$ cat config.mk
export PLATFORM = sky130hd
export DESIGN_NAME = uart_tx
export DESIGN_NICKNAME = d
export VERILOG_FILES = /design/src/rtl/uart_pkg.sv /design/src/rtl/uart_baud_gen.sv /design/src/rtl/uart_tx.sv
export SDC_FILE = /design/constraint.sdc
export NUM_CORES = 1
export LEC_CHECK = 0
export CORE_ASPECT_RATIO = 1.5
export CORE_MARGIN = 2
export CORE_UTILIZATION = 40
export CTS_CLUSTER_DIAMETER = 150
export DETAILED_ROUTE_END_ITERATION = 10
export PLACE_DENSITY = 0.56
export RECOVER_POWER = 25
export SYNTH_ARGS = -nofsm -noshare
export SYNTH_HDL_FRONTEND = slang
export SYNTH_HIERARCHICAL = 1
export SYNTH_SLANG_ARGS = --single-unit
$ cat constraint.sdc
create_clock -name clk -period 3.08 [get_ports clk]
set_clock_uncertainty 0.2 [all_clocks]
set_input_delay 0.924 -clock clk [delete_from_list [all_inputs] [get_ports clk]]
set_output_delay 0.924 -clock clk [all_outputs]
set_load 0.03 [all_outputs]
$ cat src/rtl/uart_pkg.sv
// Shared UART types and helpers.
// State encoding and frame sizing used by tx and rx paths.
package uart_pkg;

  typedef enum logic [2:0] {
    ST_IDLE   = 3'd0,
    ST_START  = 3'd1,
    ST_DATA   = 3'd2,
    ST_PARITY = 3'd3,
    ST_STOP   = 3'd4
  } state_e;

  localparam int DEFAULT_CLKS_PER_BIT = 868;

  function automatic int frame_bits(
    input int data_bits,
    input int parity_en
  );
    return data_bits + parity_en + 2;
  endfunction

endpackage

$ cat src/rtl/uart_baud_gen.sv
// Bit-period counter with enable and synchronous clear.
// bit_tick pulses on the last cycle of each bit period.
module uart_baud_gen
  import uart_pkg::*;
#(
  parameter int CLKS_PER_BIT = DEFAULT_CLKS_PER_BIT
) (
  input  logic clk,
  input  logic rst_n,
  input  logic clear,
  input  logic en,
  output logic bit_tick
);

  localparam int CW = (CLKS_PER_BIT > 1) ? $clog2(CLKS_PER_BIT) : 1;
  localparam logic [CW-1:0] LAST = CW'(CLKS_PER_BIT - 1);

  logic [CW-1:0] cnt;

  assign bit_tick = en && (cnt == LAST);

  always_ff @(posedge clk) begin
    if (!rst_n || clear) begin
      cnt <= '0;
    end else if (en) begin
      cnt <= bit_tick ? '0 : cnt + CW'(1);
    end
  end

endmodule

$ cat src/rtl/uart_tx.sv
// Byte-wide UART transmitter, LSB first, optional even parity.
// Line level is registered; polarity inversion is folded into the flop.
module uart_tx
  import uart_pkg::*;
#(
  parameter int CLKS_PER_BIT = DEFAULT_CLKS_PER_BIT,
  parameter int DATA_BITS    = 8,
  parameter int PARITY_EN    = 0,
  parameter int TX_INVERT    = 0
) (
  input  logic                 clk,
  input  logic                 rst_n,
  input  logic [DATA_BITS-1:0] tx_data,
  input  logic                 tx_valid,
  output logic                 tx_ready,
  output logic                 tx,
  output logic                 busy
);

  localparam int BW = (DATA_BITS > 1) ? $clog2(DATA_BITS) : 1;
  localparam logic [BW-1:0] LAST_BIT = BW'(DATA_BITS - 1);
  localparam logic INV = (TX_INVERT != 0);
  localparam logic HAS_PAR = (PARITY_EN != 0);

  state_e               state;
  state_e               state_nx;
  logic [DATA_BITS-1:0] shreg;
  logic [BW-1:0]        bit_cnt;
  logic                 par_q;
  logic                 tx_q;
  logic                 line_nx;
  logic                 accept;
  logic                 bit_tick;

  assign tx_ready = rst_n && (state == ST_IDLE);
  assign accept   = tx_valid && tx_ready;
  assign busy     = (state != ST_IDLE);
  assign tx       = tx_q;

  uart_baud_gen #(
    .CLKS_PER_BIT(CLKS_PER_BIT)
  ) u_baud (
    .clk     (clk),
    .rst_n   (rst_n),
    .clear   (accept),
    .en      (busy),
    .bit_tick(bit_tick)
  );

  always_ff @(posedge clk) begin
    if (!rst_n) begin
      state <= ST_IDLE;
    end else begin
      state <= state_nx;
    end
  end

  always_comb begin
    state_nx = state;
    unique case (state)
      ST_IDLE:   if (accept) state_nx = ST_START;
      ST_START:  if (bit_tick) state_nx = ST_DATA;
      ST_DATA: begin
        if (bit_tick && bit_cnt == LAST_BIT) begin
          state_nx = HAS_PAR ? ST_PARITY : ST_STOP;
        end
      end
      ST_PARITY: if (bit_tick) state_nx = ST_STOP;
      ST_STOP:   if (bit_tick) state_nx = ST_IDLE;
      default:   state_nx = ST_IDLE;
    endcase
  end

  // Logical level for the next cycle; holds unless a bit boundary hits.
  always_comb begin
    line_nx = tx_q ^ INV;
    if (accept) begin
      line_nx = 1'b0;
    end else if (bit_tick) begin
      unique case (state_nx)
        ST_DATA:   line_nx = shreg[0];
        ST_PARITY: line_nx = par_q;
        default:   line_nx = 1'b1;
      endcase
    end
  end

  always_ff @(posedge clk) begin
    if (!rst_n) begin
      tx_q    <= 1'b1 ^ INV;
      shreg   <= '0;
      bit_cnt <= '0;
      par_q   <= 1'b0;
    end else begin
      tx_q <= line_nx ^ INV;
      if (accept) begin
        shreg   <= tx_data;
        par_q   <= ^tx_data;
        bit_cnt <= '0;
      end else if (bit_tick) begin
        if (state_nx == ST_DATA) begin
          shreg <= shreg >> 1;
        end
        if (state == ST_DATA) begin
          bit_cnt <= (bit_cnt == LAST_BIT) ? '0 : bit_cnt + BW'(1);
        end
      end
    end
  end

endmodule

==> flow_summary.toml, run 1 <==
[setup_path]
r2r_start = "state[0]$_SDFF_PN0_"
start_kind = "primary input"
critical_path.top_delay_family = "buffers and inverters"
crit_arrival_ns = 1.86
cp_max_fo = 2
max_stage_delay_ns = 0.48
worstSetupStartpoint = "rst_n"
cp_slowest_cell = "clkdlybuf4s50_1"
endpoint_kind = "primary output"
reg2reg_setup_slack_ns = 0.35
path_buf_inv = 2
required_ns = 1.96
path_cells = "clkdlybuf4s50_1 -> nand2b_1 -> nor3_1 -> buf_4"
worst-setup-path-type = "in2out"

[clock_tree]
cts.clk_slew.worst_paths_ns = 0.08
cts_buffers = 3
cts_buffer_depth = 2
postCtsHoldBufs = 0
cts_resized = 0
cts.sinks = 25
cts_tree = "built"
htreeDepth = 1
clkLatencyLatePin_ns = 0.27
post_cts_buffers = 0
cts_root_buffer = "clkbuf_8"

[place]
portBuffers = 13
dp_hpwl_mm = 1.89
place.gp.congestion = 0.755

[layout]
fillers = 321
diodes = 0
area_delta_synth_final_pct = 18.1
multiInputGateArea_um2 = 734
drive_gt1_share_pct = 12.9
nets = 170
ff_latch_area_um2 = 500

[global_routing]
grt-ovfl-total = 0
grt_max_degree = 17
antenna_found_initial = 0
gr-usage-all-layers_pct = 15.5
grt_pass1_vias = 973
grt_pass1_wl_mm = 4.36

[power]
ir_drop_mv = 0.280
cellPowerDensity_nw_per_um2 = 408
power_leakage_nw = 0.563
total_power_w = 0.000612

[sta]
setup_viol = 0
drv_slew = 0
max_freq_mhz = 335
fin_crit_sh_pct = 97.0
max_slew_margin_pct = 63.7
hold_viol = 0
period_needed_ns = 2.99
rsz0062_at_grt = "false"
fin_tns_setup_ns = 0
tightest_slew_ns = 0.541

[floorplan]
core_um2 = 3100
die_y_um = 73.0
initial_utilization_pct = 41.0
boundaryPins = 14
rows = 25
die_area_um2 = 3650
die_w_um = 50.0

[synth]
ys_ff_latch = 25
synthCells = 137
async_reset_ff_share_pct = 0
ys.flop_type = "dfxtp_1"
ys_seq_area_share_pct = 39.4
syn_area_um2 = 1270
synth_cell_types = 38
synth.net_count = 151
syn_avg_cell_area_um2 = 9.27
ys_warn_count = 6
synth_enable_flop_cells = 0

[routing]
drtIter0Drc = 17
postRouteAntennaNets = 0
wl_per_cell_um = 12.8
drc_errors = 0
vias_per_cell = 5.28
drt-total-wl_mm = 2.50
num_vias = 1030
drtPass1Iterations = 4

[min_path]
worstHoldPathType = "reg2reg"
min_from = "shreg[7]$_SDFFE_PN0P_"

[flow_run]
cap_violations = 0

[run_status]
run_status = "finished, final reports clean"
==> worst paths after layout <==
check / to / cells after the start
setup / recovery: tx_ready / 4
hold / removal: shreg[7]$_SDFFE_PN0P_ / 2
setup reg to reg: shreg[3]$_SDFFE_PN0P_ / 8
hold reg to reg: shreg[7]$_SDFFE_PN0P_ / 2
==> worst register-to-register path: stages (launching register included) <==
cell,delay (ns)
dfxtp_1,0.54
or3_2,0.21
buf_4,0.16
nand4b_1,0.20
nor3_2,0.47
nor2b_1,0.30
o21ai_4,0.17
mux2i_1,0.16
a211oi_1,0.25
==> placed cells by master (no fill, tap or decap), drive strengths merged <==
| master | n |
|---|---|
| nand4b | 1 |
| nor2 | 20 |
| a211oi | 7 |
| o32ai | 1 |
| nor3 | 2 |
| buf | 4 |
| o21ai | 7 |
| or4 | 3 |
| clkbuf | 4 |
| nand2 | 7 |
| a22oi | 1 |
| nand3b | 3 |
| nor2b | 5 |
| nand3 | 7 |
| nor3b | 1 |
| ha | 3 |
| clkinv | 2 |
| xor2 | 3 |
| clkdlybuf4s50 | 11 |
| or3 | 4 |
| o31ai | 4 |
| nand4 | 3 |
| dfxtp | 25 |
| a21oi | 9 |
| mux2i | 9 |
| a31oi | 1 |
| o22ai | 1 |
| inv | 3 |
| dlygate4sd3 | 1 |
| nand2b | 3 |
==> stage by stage <==
stage                     hold WS [ns]  worst slack, ns  area, µm²  std cells  utilization (%)
after detailed placement         0.265           0.0950       1460        191             47.1
after CTS                        0.279           0.0950       1500        195             48.6
after global placement           0.258           0.0778       1460        191             47.1
after floorplan                  0.243            0.302       1270        137                -
after global routing             0.329          0.00342       1500        195             48.4
final                            0.273           0.0914       1500        195             48.4
==> state kept, by name (all words and copies together), names as in the netlist <==
signal and flops:
shreg 8, state 3, bit_cnt 3, u_baud/cnt 10, tx 1
==> report_power, final <==
part | total, W | switching, W | internal (W)
Sequential | 0.000344 | 0.00000977 | 0.000334
Combinational | 0.0000761 | 0.0000391 | 0.0000370
Clock | 0.000192 | 0.000101 | 0.0000905
Total | 0.000612 | 0.000150 | 0.000462
==> layer usage <==
metal	share of wire [%]	routed length (µm)	GRT usage [%]
met5	0	0	0
met4	2.3	57	8.33
met3	2.9	72	2.25
met2	51	1290	26.3
met1	43	1090	18.6
==> layout make-up <==
cell class / instances / area share, %
inverters: 4 / 1.00
well taps: 40 / 3.34
clock buffers: 3 / 2.75
flip-flops and latches: 25 / 33.4
clock inverters: 1 / 0.334
multi-input cells: 105 / 49.0
repair buffers: 17 / 10.3
==> synth_stat cells (all sizes together) (2+ instances only) <==
master | instances | area, µm²
dfxtp | 25 | 500
nor2 | 20 | 75.1
a21oi | 9 | 48.8
mux2i | 9 | 90.1
a211oi | 7 | 52.6
nand2 | 7 | 26.3
nand3 | 7 | 45.0
o21ai | 7 | 46.3
nor2b | 5 | 38.8
o31ai | 4 | 43.8
or3 | 4 | 31.3
buf | 3 | 20.0
ha | 3 | 37.5
inv | 3 | 11.3
nand2b | 3 | 18.8
nand3b | 3 | 22.5
nand4 | 3 | 33.8
or4 | 3 | 26.3
xor2 | 3 | 26.3
nor3 | 2 | 15.0
==> kinds of logic after synthesis <==
family,synth area share [%]
and+or+nand+nor,28.4
AOI/OAI and AO/OA,17.3
DFF,39.4
muxes,7.09
buffers and inverters,2.76
xor gates and xnor gates,2.07
adders and majority gates,2.96
Power figures use the tool's default switching activity.
==> inputs of run 2 (changes only) <==
CORE_MARGIN = 1.5   (was 2)
==> run 2 against run 1 <==
Via count up 3.6%. Flip-flop and latch count unchanged. Final cell count unchanged. Final area about the same. Sequential share of layout area about the same. Worst setup slack better by 0.037 ns. Hold slack better by 0.00097 ns. Sequential power about the same. Critical endpoint unchanged.
==> flow_summary.toml, run 2 (synthesis gave the netlist of run 1 again) <==
[clock_tree]
cts.sinks = 25
cts_buffers = 3
cts.clk_slew.worst_paths_ns = 0.09
cts_resized = 0
postCtsHoldBufs = 0
cts_root_buffer = "clkbuf_8"
post_cts_buffers = 0
htreeDepth = 1
cts_buffer_depth = 2
clkLatencyLatePin_ns = 0.26
cts_tree = "built"

[place]
portBuffers = 13
dp_hpwl_mm = 1.94
pre_cts_slack_ns = 0.113
placed_area_um2 = 1460
place.gp.congestion = 0.752

[setup_path]
worstSetupStartpoint = "rst_n"
required_ns = 1.96
endpoint_kind = "primary output"
start_kind = "primary input"
r2r_start = "state[0]$_SDFF_PN0_"
crit_arrival_ns = 1.83
worst-setup-path-type = "in2out"
cp_max_fo = 2
reg2reg_setup_slack_ns = 0.41

[power]
p_clk_share_pct = 31.4
power_leakage_nw = 0.568
seq_power_share_pct = 56.1
switchingPower_w = 0.000151
combPwrFrac_pct = 12.5
cellPowerDensity_nw_per_um2 = 408
sw_frac_of_total_pct = 24.7
ir_drop_mv = 0.288
p_int_w = 0.000462
total_power_w = 0.000613

[routing]
postRouteAntennaNets = 0
vias_per_cell = 5.47
drtPass1Iterations = 4
drt-total-wl_mm = 2.53
drc_errors = 0
num_vias = 1067
wl_per_cell_um = 13.0
drtIter0Drc = 20

[sta]
period_needed_ns = 2.95
setup_viol = 0
max_slew_margin_pct = 69.6
fin_ws_ns = 0.128
max_freq_mhz = 339
fin_crit_sh_pct = 95.8
fin_tns_setup_ns = 0
drv_slew = 0
tightest_slew_ns = 0.453
hold_viol = 0
rsz0062_at_grt = "false"

[global_routing]
grt-ovfl-total = 0
antenna_found_initial = 0
grt_pass1_wl_mm = 4.45
gr-usage-all-layers_pct = 15.9
grt_max_degree = 17
grt_pass1_vias = 1076

[floorplan]
rows = 24
die_w_um = 49.0
boundaryPins = 14
die_area_um2 = 3530
core_um2 = 2970
die_y_um = 72.0
initial_utilization_pct = 42.7

[min_path]
min_from = "shreg[7]$_SDFFE_PN0P_"
worstHoldPathType = "reg2reg"

[layout]
drive_gt1_share_pct = 12.8
layout_commonest_cell = "dfxtp_1"
nets = 171
layout_common_cells = "dfxtp_1 (25), nor2_1 (20), clkdlybuf4s50_1 (11), mux2i_1 (9), a21oi_1 (8)"
fin_area_um2 = 1500
reg_top3 = "u_baud/cnt (10), shreg (8)"
diodes = 0
area_delta_synth_final_pct = 18.2
postLayoutCoreUtil_pct = 50.5
regMostFlops = "u_baud/cnt"
largest_reg_flops = 10

[run_status]
run_status = "finished, final reports clean"

[flow_run]
cap_violations = 0
run 2: changes by cell type in the layout (fill, tap and decap cells not counted), sizes merged:
cell / previous run / this run
buf: 4 / 5
run 2: final timing paths:
path                              to  cells after the start
min            shreg[7]$_SDFFE_PN0P_                      2
min reg2reg    shreg[7]$_SDFFE_PN0P_                      2
max                         tx_ready                      4
max reg2reg  bit_cnt[2]$_SDFFE_PP0P_                      9
run 2: metal layers:
layer / routed length (µm) / track usage [%] / up-vias
met4: 19 / 5.08 / 0
met1: 1050 / 17.0 / 507
met2: 1390 / 31.2 / 19
li1: - / - / 539
met3: 68 / 2.47 / 2
met5: 0 / 0 / -
run 2: cell type report:
class / instances / area [µm²]
inverters: 4 / 15.0
multi-input cells: 105 / 729
well taps: 39 / 48.8
clock inverters: 1 / 5.00
flip-flops and latches: 25 / 500
repair buffers: 18 / 161
clock buffers: 3 / 41.3
fillers: 291 / 1470
run 2: critical path, stage by stage:
cell             delay, ns
clkdlybuf4s50_1       0.50
nand2b_1              0.08
nor3_1                0.13
buf_4                 0.19
run 2: power groups by stage:
stage,logic [W],clock network (W),registers (W)
2_1_floorplan,0.0000485,0,0.000349
3_3_place_gp,0.0000763,0,0.000352
3_5_place_dp,0.0000773,0,0.000352
4_1_cts,0.0000780,0.000201,0.000344
5_1_grt,0.0000833,0.000212,0.000346
6_report,0.0000765,0.000192,0.000344
run 2: metrics by stage:
step	instances	hold WS (ns)
after global placement	191	0.260
final	195	0.274
after floorplan	137	0.243
after CTS	195	0.277
after global routing	195	0.313
after detailed placement	191	0.263
==> inputs of run 3 (changes only) <==
--- a/config.mk
+++ b/config.mk
@@ -12,2 +12,3 @@
 export DETAILED_ROUTE_END_ITERATION = 10
+export HOLD_SLACK_MARGIN = 0.02
 export PLACE_DENSITY = 0.56
--- a/constraint.sdc
+++ b/constraint.sdc
@@ -4,2 +4,2 @@
 set_output_delay 0.924 -clock clk [all_outputs]
-set_load 0.03 [all_outputs]
+set_load 0.05 [all_outputs]
==> run 3 against run 2 <==
Die area stayed put. Sequential share of layout area is 0.11 points higher. Worst setup slack worse by 0.054 ns. First-iteration DRC count is 80% lower. Global-route usage is 0.37 points higher. Final area is 0.33% lower. Via count is 2.4% lower. Utilization is 0.17 points lower. Hold slack better by 0.0067 ns. Combinational power is 7.5% higher. Routed wire length is 0.71% higher. Sequential power hardly changed.
==> flow_summary.toml, run 3 (synthesis gave the netlist of run 1 again) <==
[sta]
rsz0062_at_grt = "false"
drv_slew = 0
hold_viol = 0
max_slew_margin_pct = 37.3
max_freq_mhz = 333
fin_crit_sh_pct = 97.6
period_needed_ns = 3.01
setup_viol = 0
fin_tns_setup_ns = 0
tightest_slew_ns = 0.932

[run_status]
run_status = "finished, final reports clean"

[layout]
regMostFlops = "u_baud/cnt"
diodes = 0
nets = 170
reg_top3 = "u_baud/cnt (10), shreg (8)"
layout_common_cells = "dfxtp_1 (25), nor2_1 (20), clkdlybuf4s50_1 (11), mux2i_1 (9), a21oi_1 (8)"
largest_reg_flops = 10
layout_commonest_cell = "dfxtp_1"
drive_gt1_share_pct = 11.6
area_delta_synth_final_pct = 17.8
layout.cells.non_filler = 194

[routing]
drc_errors = 0
num_vias = 1041
drtPass1Iterations = 4
postRouteAntennaNets = 0
vias_per_cell = 5.37
wl_per_cell_um = 13.1
drt-total-wl_mm = 2.55
drtIter0Drc = 4

[setup_path]
max_stage_delay_ns = 0.51
cp_slowest_cell = "clkdlybuf4s50_1"
required_ns = 1.96
cp_max_fo = 2
worst-setup-path-type = "in2out"
path_cells = "clkdlybuf4s50_1 -> nand2b_1 -> nor3_4 -> buf_12"
crit_arrival_ns = 1.88
endpoint_kind = "primary output"
start_kind = "primary input"

[floorplan]
die_w_um = 49.0
die_area_um2 = 3530
core_um2 = 2970
die_y_um = 72.0
rows = 24
boundaryPins = 14
initial_utilization_pct = 42.7

[clock_tree]
post_cts_buffers = 0
clkLatencyLatePin_ns = 0.27
cts_tree = "built"
cts.sinks = 25
htreeDepth = 1
cts_buffer_depth = 2
cts_root_buffer = "clkbuf_8"
cts_buffers = 3
cts.clk_slew.worst_paths_ns = 0.08

[global_routing]
grt_pass1_vias = 1079
grt-ovfl-total = 0
grt_pass1_wl_mm = 4.55
grt_max_degree = 17
antenna_found_initial = 0
gr-usage-all-layers_pct = 16.2

[power]
power_leakage_nw = 0.563
cellPowerDensity_nw_per_um2 = 415
ir_drop_mv = 0.325

[flow_run]
cap_violations = 0

[place]
place.gp.congestion = 0.753
dp_hpwl_mm = 1.93
dp.cells = 190
portBuffers = 13

[min_path]
worstHoldPathType = "reg2reg"
[run 3: final timing paths]
check	slack, ns	startpoint	endpoint	cells after the start
hold / removal	0.28	shreg[7]$_SDFFE_PN0P_	shreg[7]$_SDFFE_PN0P_	2
setup reg to reg	0.49	state[0]$_SDFF_PN0_	shreg[0]$_SDFFE_PN0P_	7
hold reg to reg	0.28	shreg[7]$_SDFFE_PN0P_	shreg[7]$_SDFFE_PN0P_	2
setup / recovery	0.07	rst_n	tx_ready	4
[run 3: what timing repair did]
item / CTS / global route
gates resized for setup: 0 / 1
hold buffers: 0 / 0
endpoints found under the setup margin: 0 / 1
endpoints found under the hold margin: 0 / 0
[run 3: layout make-up]
cell class | instances | area [µm²]
multi-input combinational | 105 | 727
clock buffer | 4 | 45.0
fill | 302 | 1480
tap | 39 | 48.8
timing repair buffer | 17 | 160
inverter | 4 | 15.0
sequential | 25 | 500
[run 3: report_power, final]
| part | internal, W | switching, W |
|---|---|---|
| sequential | 0.000334 | 0.0000106 |
| clock | 0.0000924 | 0.000101 |
| combinational | 0.0000383 | 0.0000439 |
[run 3: critical path, delay by kind of cell]
kind | cells | cell delay (ns)
AND/OR/NAND/NOR | 2 | 0.28
buffers and inverters | 2 | 0.67
[run 3: metal layers]
layer / global-route usage (%) / part of all wire [%] / wire, µm
met3: 2.67 / 2.4 / 60
met5: 0 / 0 / 0
met2: 29.4 / 51 / 1290
met1: 18.1 / 45 / 1130
met4: 8.57 / 2.2 / 57
[run 3: per-stage QoR]
stage | utilization (%) | setup slack [ns] | total power, W | hold WS [ns] | instance area [µm²]
after floorplan | - | 0.334 | 0.000404 | 0.243 | 1270
after global placement | 49.5 | 0.0561 | 0.000435 | 0.261 | 1470
after detailed placement | 49.5 | 0.0510 | 0.000436 | 0.269 | 1470
after CTS | 51.0 | 0.0532 | 0.000630 | 0.283 | 1520
after global routing | 50.3 | 0.0151 | 0.000651 | 0.299 | 1500
final | 50.3 | 0.0744 | 0.000620 | 0.281 | 1500
